===== config.mk =====
export PLATFORM = sky130hd
export DESIGN_NAME = alu_driver
export DESIGN_NICKNAME = d
export VERILOG_FILES = /design/src/rtl/alu_driver.sv
export SDC_FILE = /design/constraint.sdc
export NUM_CORES = 1
export LEC_CHECK = 0
export CORE_MARGIN = 1
export CORE_UTILIZATION = 41
export DETAILED_ROUTE_END_ITERATION = 12
export HOLD_SLACK_MARGIN = 0.03
export PLACE_DENSITY = 0.76
export SLEW_MARGIN = 20
export SYNTH_ARGS = -nofsm -noshare
export SYNTH_HDL_FRONTEND = slang
export SYNTH_SLANG_ARGS = --single-unit

===== constraint.sdc =====
create_clock -name CLK -period 1.7 [get_ports CLK]
set_input_delay 0.425 -clock CLK [delete_from_list [all_inputs] [get_ports CLK]]
set_output_delay 0.425 -clock CLK [all_outputs]
set_load 0.005 [all_outputs]

===== src/rtl/alu_driver.sv =====
// Initiator for the ALU operand/opcode port: accepts a command, pulses ENA,
// waits LAT cycles, captures RGZ and returns it over a valid/ready handshake.
module alu_driver #(
    parameter int DW  = 8,
    parameter int OW  = 4,
    parameter int KW  = 2,
    parameter int LAT = 1
) (
    input  logic          CLK,
    input  logic          RST,
    input  logic          CMD_VLD,
    output logic          CMD_RDY,
    input  logic [OW-1:0] CMD_OPT,
    input  logic [DW-1:0] CMD_A,
    input  logic [DW-1:0] CMD_B,
    input  logic [KW-1:0] CMD_KEY,
    input  logic          CMD_CHK,
    input  logic [DW-1:0] CMD_EXP,
    output logic          ENA,
    output logic [OW-1:0] OPT,
    output logic [DW-1:0] RGA,
    output logic [DW-1:0] RGB,
    output logic [KW-1:0] KEY,
    input  logic [DW-1:0] RGZ,
    output logic          RES_VLD,
    input  logic          RES_RDY,
    output logic [DW-1:0] RES_Z,
    output logic          RES_ERR,
    output logic [15:0]   OPS_CNT,
    output logic [7:0]    ERR_CNT
);

    localparam logic [1:0] S_IDLE  = 2'd0;
    localparam logic [1:0] S_ISSUE = 2'd1;
    localparam logic [1:0] S_WAIT  = 2'd2;
    localparam logic [1:0] S_HOLD  = 2'd3;

    localparam logic [3:0] CNT_INIT = 4'(LAT - 1);

    function automatic logic [7:0] sat_inc8(input logic [7:0] v);
        return (v == 8'hFF) ? v : v + 8'd1;
    endfunction

    logic [1:0]    r_state;
    logic [3:0]    r_cnt;
    logic [OW-1:0] r_opt;
    logic [DW-1:0] r_rga;
    logic [DW-1:0] r_rgb;
    logic [KW-1:0] r_key;
    logic          r_chk;
    logic [DW-1:0] r_exp;
    logic [DW-1:0] r_res_z;
    logic          r_res_err;
    logic          r_res_vld;
    logic [15:0]   r_ops;
    logic [7:0]    r_errc;

    logic w_cmd_rdy;
    logic w_accept;

    // In HOLD the slot frees up on the same edge the result is taken
    assign w_cmd_rdy = (r_state == S_IDLE) || ((r_state == S_HOLD) && RES_RDY);
    assign w_accept  = CMD_VLD && w_cmd_rdy;

    always_ff @(posedge CLK) begin
        if (RST) begin
            r_state   <= S_IDLE;
            r_cnt     <= 4'd0;
            r_opt     <= '0;
            r_rga     <= '0;
            r_rgb     <= '0;
            r_key     <= '0;
            r_chk     <= 1'b0;
            r_exp     <= '0;
            r_res_z   <= '0;
            r_res_err <= 1'b0;
            r_res_vld <= 1'b0;
            r_ops     <= 16'd0;
            r_errc    <= 8'd0;
        end else begin
            if (w_accept) begin
                r_opt <= CMD_OPT;
                r_rga <= CMD_A;
                r_rgb <= CMD_B;
                r_key <= CMD_KEY;
                r_chk <= CMD_CHK;
                r_exp <= CMD_EXP;
            end
            case (r_state)
                S_IDLE: begin
                    if (CMD_VLD) r_state <= S_ISSUE;
                end
                S_ISSUE: begin
                    r_cnt   <= CNT_INIT;
                    r_state <= S_WAIT;
                end
                S_WAIT: begin
                    if (r_cnt == 4'd0) begin
                        r_res_z   <= RGZ;
                        r_res_err <= r_chk && (RGZ != r_exp);
                        r_res_vld <= 1'b1;
                        r_state   <= S_HOLD;
                    end else begin
                        r_cnt <= r_cnt - 4'd1;
                    end
                end
                S_HOLD: begin
                    if (RES_RDY) begin
                        r_ops     <= r_ops + 16'd1;
                        if (r_res_err) r_errc <= sat_inc8(r_errc);
                        r_res_vld <= 1'b0;
                        r_res_err <= 1'b0;
                        r_state   <= CMD_VLD ? S_ISSUE : S_IDLE;
                    end
                end
                default: r_state <= S_IDLE;
            endcase
        end
    end

    assign CMD_RDY = w_cmd_rdy;
    assign ENA     = (r_state == S_ISSUE);
    assign OPT     = r_opt;
    assign RGA     = r_rga;
    assign RGB     = r_rgb;
    assign KEY     = r_key;
    assign RES_VLD = r_res_vld;
    assign RES_Z   = r_res_z;
    assign RES_ERR = r_res_err;
    assign OPS_CNT = r_ops;
    assign ERR_CNT = r_errc;

endmodule


# --- Word level (Yosys, flattened, before mapping) ---
# Index checks and enable logic that the tools add are counted.
totals:
  regBits: 71
  latch_bits: 0
  ram_bits: 0
  rom_bits: 0
  inputBits: 43
  output_inout_bits: 58
  elab_cells: 52
  memories: 0
op_classes:
  add_sub_neg: 3
  n_mul: 0
  div: 0
  order_cmp: 0
  eq_ne: 9
  shift: 0
  n_mux: 12
  bitwise: 1
  n_reduce_logical: 14
ops:
  columns: ["cell", "count"]
  rows:
  - ["adder 16 x 1 -> 16 bit (second input constant)", 1]
  - ["adder 8 x 1 -> 8 bit (second input constant)", 1]
  - ["== test 8 bit (second input constant)", 1]
  - ["inequality test 2 bit (second input constant)", 4]
  - ["inequality test 8 bit", 1]
  - ["one-hot mux 2 bit (4 select lines)", 1]
  - ["one-hot mux 4 bit (2 select lines)", 1]
  - ["two-way mux 2 bit", 3]
  - ["AND reduction 2 bit", 3]
  - ["AND reduction 3 bit", 2]
  - ["== test 2 bit (second input constant)", 2]
  - ["logical NOT 4 bit", 1]
  - ["two-way mux 1 bit", 4]
  - ["two-way mux 4 bit", 1]
  - ["one-hot mux 1 bit (2 select lines)", 2]
  - ["AND reduction 4 bit", 1]
  - ["nonzero test 2 bit", 2]
  - ["subtractor 4 x 1 -> 4 bit (second input constant)", 1]
  - ["logical AND 1 bit", 3]
  - ["== test 2 x 1 -> 1 bit (second input constant)", 1]
  - ["logical NOT 2 bit", 1]
  - ["logical OR 1 bit", 1]
  - ["inverter 1 bit", 1]

# --- Depth between registers and ports, before layout ---
depth:
  ltp_word: 4
  ltp_mapped: 8
  depth_no_buf: 6

# --- Worst setup path before layout ---
# OpenSTA, ideal clock, no wires.
synth_path:
  path_type: "register -> register"
  startpoint: "register r_cnt[0]"
  endpoint: "register r_state[0]"
  setup_ns: 0.095
  arrival_time_ns: 1.677
  required_ns: 1.605
  setup_slack_ns: -0.073
  path_stages_with_launch: 7
  n_path_buf: 0
  synth_period_minus_slack_ns: 1.773
  path_cell_list: "dfxtp_1 > inv_1 > ha_1 > or3b_1 > a222oi_1 > o21ai_1 > a221oi_1"
synth_via:
  elab_chain_len: 3
synth_lines:
  columns: ["element", "line_no", "text"]
  rows:
  - ["start: declaration", "45", "logic [3:0] r_cnt;"]
  - ["start signal: assignment", "104", "r_cnt <= r_cnt - 4'd1;"]
  - ["logical NOT 4 bit", "98", "if (r_cnt == 4'd0) begin"]
  - ["inequality test 2 bit (no source line)", null, null]
  - ["AND reduction 3 bit (no source line)", null, null]
  - ["end signal: assignment", "113", "r_state <= CMD_VLD ? S_ISSUE : S_IDLE;"]
  - ["end: declaration", "44", "logic [1:0] r_state;"]
# Every way passes these cells.
# A chain may end at the register's enable or synchronous reset.

# --- Final worst setup path ---
layout_path:
  startpoint: "register r_cnt[1]"
  endpoint: "register r_state[0]"
# The elaborated chain is that of the path after synthesis.

==> impl_metrics.yaml <==
placement:
  port_buffers: 100
  dpl-instance-area_sq_um: 4280
  hpwl_um: 5440
  gp_congestion: 0.840
timing:
  fin_tns_setup_ps: -28.1
  worstMarginPinSlew_ps: 401
  finalHoldViolCount: 0
  setup_slack_ps: -21.0
  max_slew_margin_pct: 73.3
  setup_violations: 2
  period_minus_slack_ps: 1720
  fin_crit_sh_pct: 101
  rsz0062_at_grt: "true"
  fin_skew_ps: 11.0
  report.final.slew_viol_count: 0
  clock.fmax_mhz: 581
run_status:
  run_status: "finished, violations left"
  violations: "setup timing"
clock_tree:
  cts.htree.levels: 3
  cts_made_buffers: 9
  clock-sinks: 71
  postCtsHoldBufs: 0
  clkTransAtPathRegs_ps: 80
  clk_latency_ps: 340
  cts_buffer_depth: 2
  root_buffer: "clkbuf_8"
  cts_tree: "built"
worst_setup_path:
  crit_buf_inv: 2
  slowest_stage: "or3b_4"
  path_cells: "inv_2 -> ha_4 -> or3b_4 -> a222oi_1 -> buf_4 -> o21ai_2 -> a221oi_2"
  endpoint_kind: "flop"
  critPathMaxFanout: 3
  critPathRequiredTime_ps: 1950
  cp_top_family: "compound AO/OA/AOI/OAI gates"
  worstPathArrival_ps: 1970
  crit_type: "flop to flop"
  critical_path.max_stage_delay_ps: 380
  cp-start-kind: "flop"
  reg2reg_setup_slack_ps: -20
synthesis:
  ys_ff_latch: 71
  synthArstFlopShare_pct: 0
  synth_area_leaders: "dfxtp_1 (48%), nand2_1 (12%), a21oi_1 (8.2%), xnor2_1 (5.0%), nor2_1 (3.5%)"
  synth_nets: 418
  ys_seq_area_share_pct: 47.7
  synth_edf_count: 0
  synth_ff_type: "dfxtp_1"
  syn-cell-area_sq_um: 2980
  avgSynthCellArea_sq_um: 8.13
  syn_inst: 367
  ys_types: 39
  synth_top_cell_area_share_pct: 47.7
  yosysTopAreaCell: "dfxtp_1"
  synth-warning-count: 0
grt:
  overflow: 0
  grt_pass1_vias: 2809
  grtUsageTotal_pct: 21.1
  grt_pass1_wl_um: 12700
  grt_max_degree: 32
  antenna_found_initial: 0
die:
  core-area_sq_um: 6910
  fp.dieH_um: 87.3
  rows: 30
  ios: 101
  start_util_pct: 43.2
  dieWidth_um: 87.3
  die_area_sq_um: 7620
cells_and_area:
  drive_gt1_share_pct: 19.2
  diodes: 0
  area_growth_pct: 55.1
  design_area_sq_um: 4630
  fill_cells: 598
  layout.nets: 546
drt:
  post-route-drc-count: 0
  via_count: 2901
  drt-wirelength-per-cell_um: 13.1
  drt-initial-drc-count: 124
  firstDrtPassIters: 4
  via_per_inst: 4.87
  ant_nets: 0
  wl_um: 7800
worst_hold_path:
  worst_hold_path_type: "flop to flop"
power_and_ir_drop:
  ir_worst_vdd_mv: 0.775
  powerDensity_nw_per_um2: 1110
  power_leakage_nw: 1.70
flow_run:
  max-cap-violations: 0
==> layout by cell type, fill, tap and decap left out, types with 2 or more instances in the layout <==
cell type,n
clkbuf_8,12
dfxtp_2,21
nor3_1,6
mux2i_1,3
dfxtp_4,4
inv_1,7
inv_2,4
nand3_1,5
o21a_1,2
and3_1,2
dlygate4sd2_1,2
clkdlybuf4s50_1,96
or3_1,4
o211ai_1,2
ha_4,2
nor4_1,4
buf_12,2
nand4_1,8
a21oi_1,48
nand2_1,92
mux2_2,3
xnor2_1,17
clkbuf_1,2
ha_1,4
o21ai_2,2
buf_4,31
xor2_1,7
nor2_1,27
nand2b_1,4
o21ai_0,5
dfxtp_1,46
ha_2,2
==> tightest hold or removal path, cell delays in order (launching register included) <==
cell and delay (ps):
dfxtp_1 310, nand2_1 50, a21oi_1 50
==> area by class of cell <==
type	instances	area (sq um)	share of cell area, %
clock buffers	14	173	3.73
well taps	96	120	2.60
clock inverters	2	37.5	0.811
inverters	11	41.3	0.892
multi-input cells	268	1520	32.9
flip-flops and latches	71	1460	31.6
repair buffers	134	1270	27.5
==> state kept, by name, summed over array words and instances (netlist names), 2 cells and up <==
register and flops:
ERR_CNT 8, KEY 2, OPS_CNT 16, OPT 4, RES_Z 8, RGA 8, RGB 8, r_cnt 4
r_exp 8, r_state 2
==> synthesized netlist by cell type, types with 2 or more instances <==
| cell type | n |
|---|---|
| xnor2_1 | 17 |
| nand3_1 | 5 |
| nor4_1 | 4 |
| or3_1 | 4 |
| clkbuf_1 | 15 |
| dfxtp_1 | 71 |
| o21ai_0 | 7 |
| a21oi_1 | 49 |
| mux2_2 | 3 |
| mux2i_1 | 3 |
| ha_1 | 8 |
| xor2_1 | 7 |
| nand2b_1 | 4 |
| nor2_1 | 28 |
| nand2_1 | 92 |
| o211ai_1 | 2 |
| nand4_1 | 8 |
| inv_1 | 11 |
| o21a_1 | 2 |
| and3_1 | 2 |
| nor3_1 | 6 |
| buf_1 | 2 |
==> report_power, final <==
group,switching [mW],total (mW),internal (mW)
clock,0.592,1.39,0.800
sequential,0.137,2.01,1.88
combinational,0.808,1.72,0.917
total,1.54,5.13,3.59
==> timing repair <==
action,in CTS,in global routing
gates resized for setup,31,17
pin swaps,4,5
cloned,0,0
buffers inserted,4,3
setup endpoints to repair,17,23
hold endpoints to repair,0,0
==> per-layer routing <==
metal	up-vias	global-route usage, %	part of all wire [%]
li1	1482	-	-
met1	1336	24.4	43
met2	74	37.1	50
met3	9	7.39	5.7
met4	0	5.07	1.0
met5	-	0	0
==> per-stage QoR <==
step / utilization, % / instances / hold WS [ps] / power (mW) / worst slack [ps]
after floorplan: - / 367 / 436 / 2.78 / -28.8
after global placement: 62.0 / 573 / 441 / 3.57 / -296
after detailed placement: 62.0 / 573 / 448 / 3.62 / -352
after CTS: 66.3 / 593 / 457 / 5.14 / -62.6
after global routing: 67.0 / 596 / 475 / 5.43 / -156
final: 67.0 / 596 / 454 / 5.13 / -21.0
==> logic make-up (layout without fill, tap and decap cells) <==
kind of cell,count (synthesis),count (layout),share of synthesized area [%]
AOI/OAI and AO/OA,68,68,12.5
xor gates and xnor gates,24,24,7.05
adders and majority gates,8,8,3.36
buffers and inverters,28,161,3.52
DFF,71,71,47.7
muxes,6,6,2.14
and+or+nand+nor,162,162,23.8
==> final timing paths <==
check                        start                      end  cells after the start
max reg2reg  r_cnt[1]$_SDFFE_PP0P_  r_state[0]$_SDFFE_PP0P_                      7
max          r_cnt[1]$_SDFFE_PP0P_  r_state[0]$_SDFFE_PP0P_                      7
min reg2reg    KEY[0]$_SDFFE_PP0P_      KEY[0]$_SDFFE_PP0P_                      2
min            KEY[0]$_SDFFE_PP0P_      KEY[0]$_SDFFE_PP0P_                      2
No activity file was read; power rests on OpenSTA's default activity.
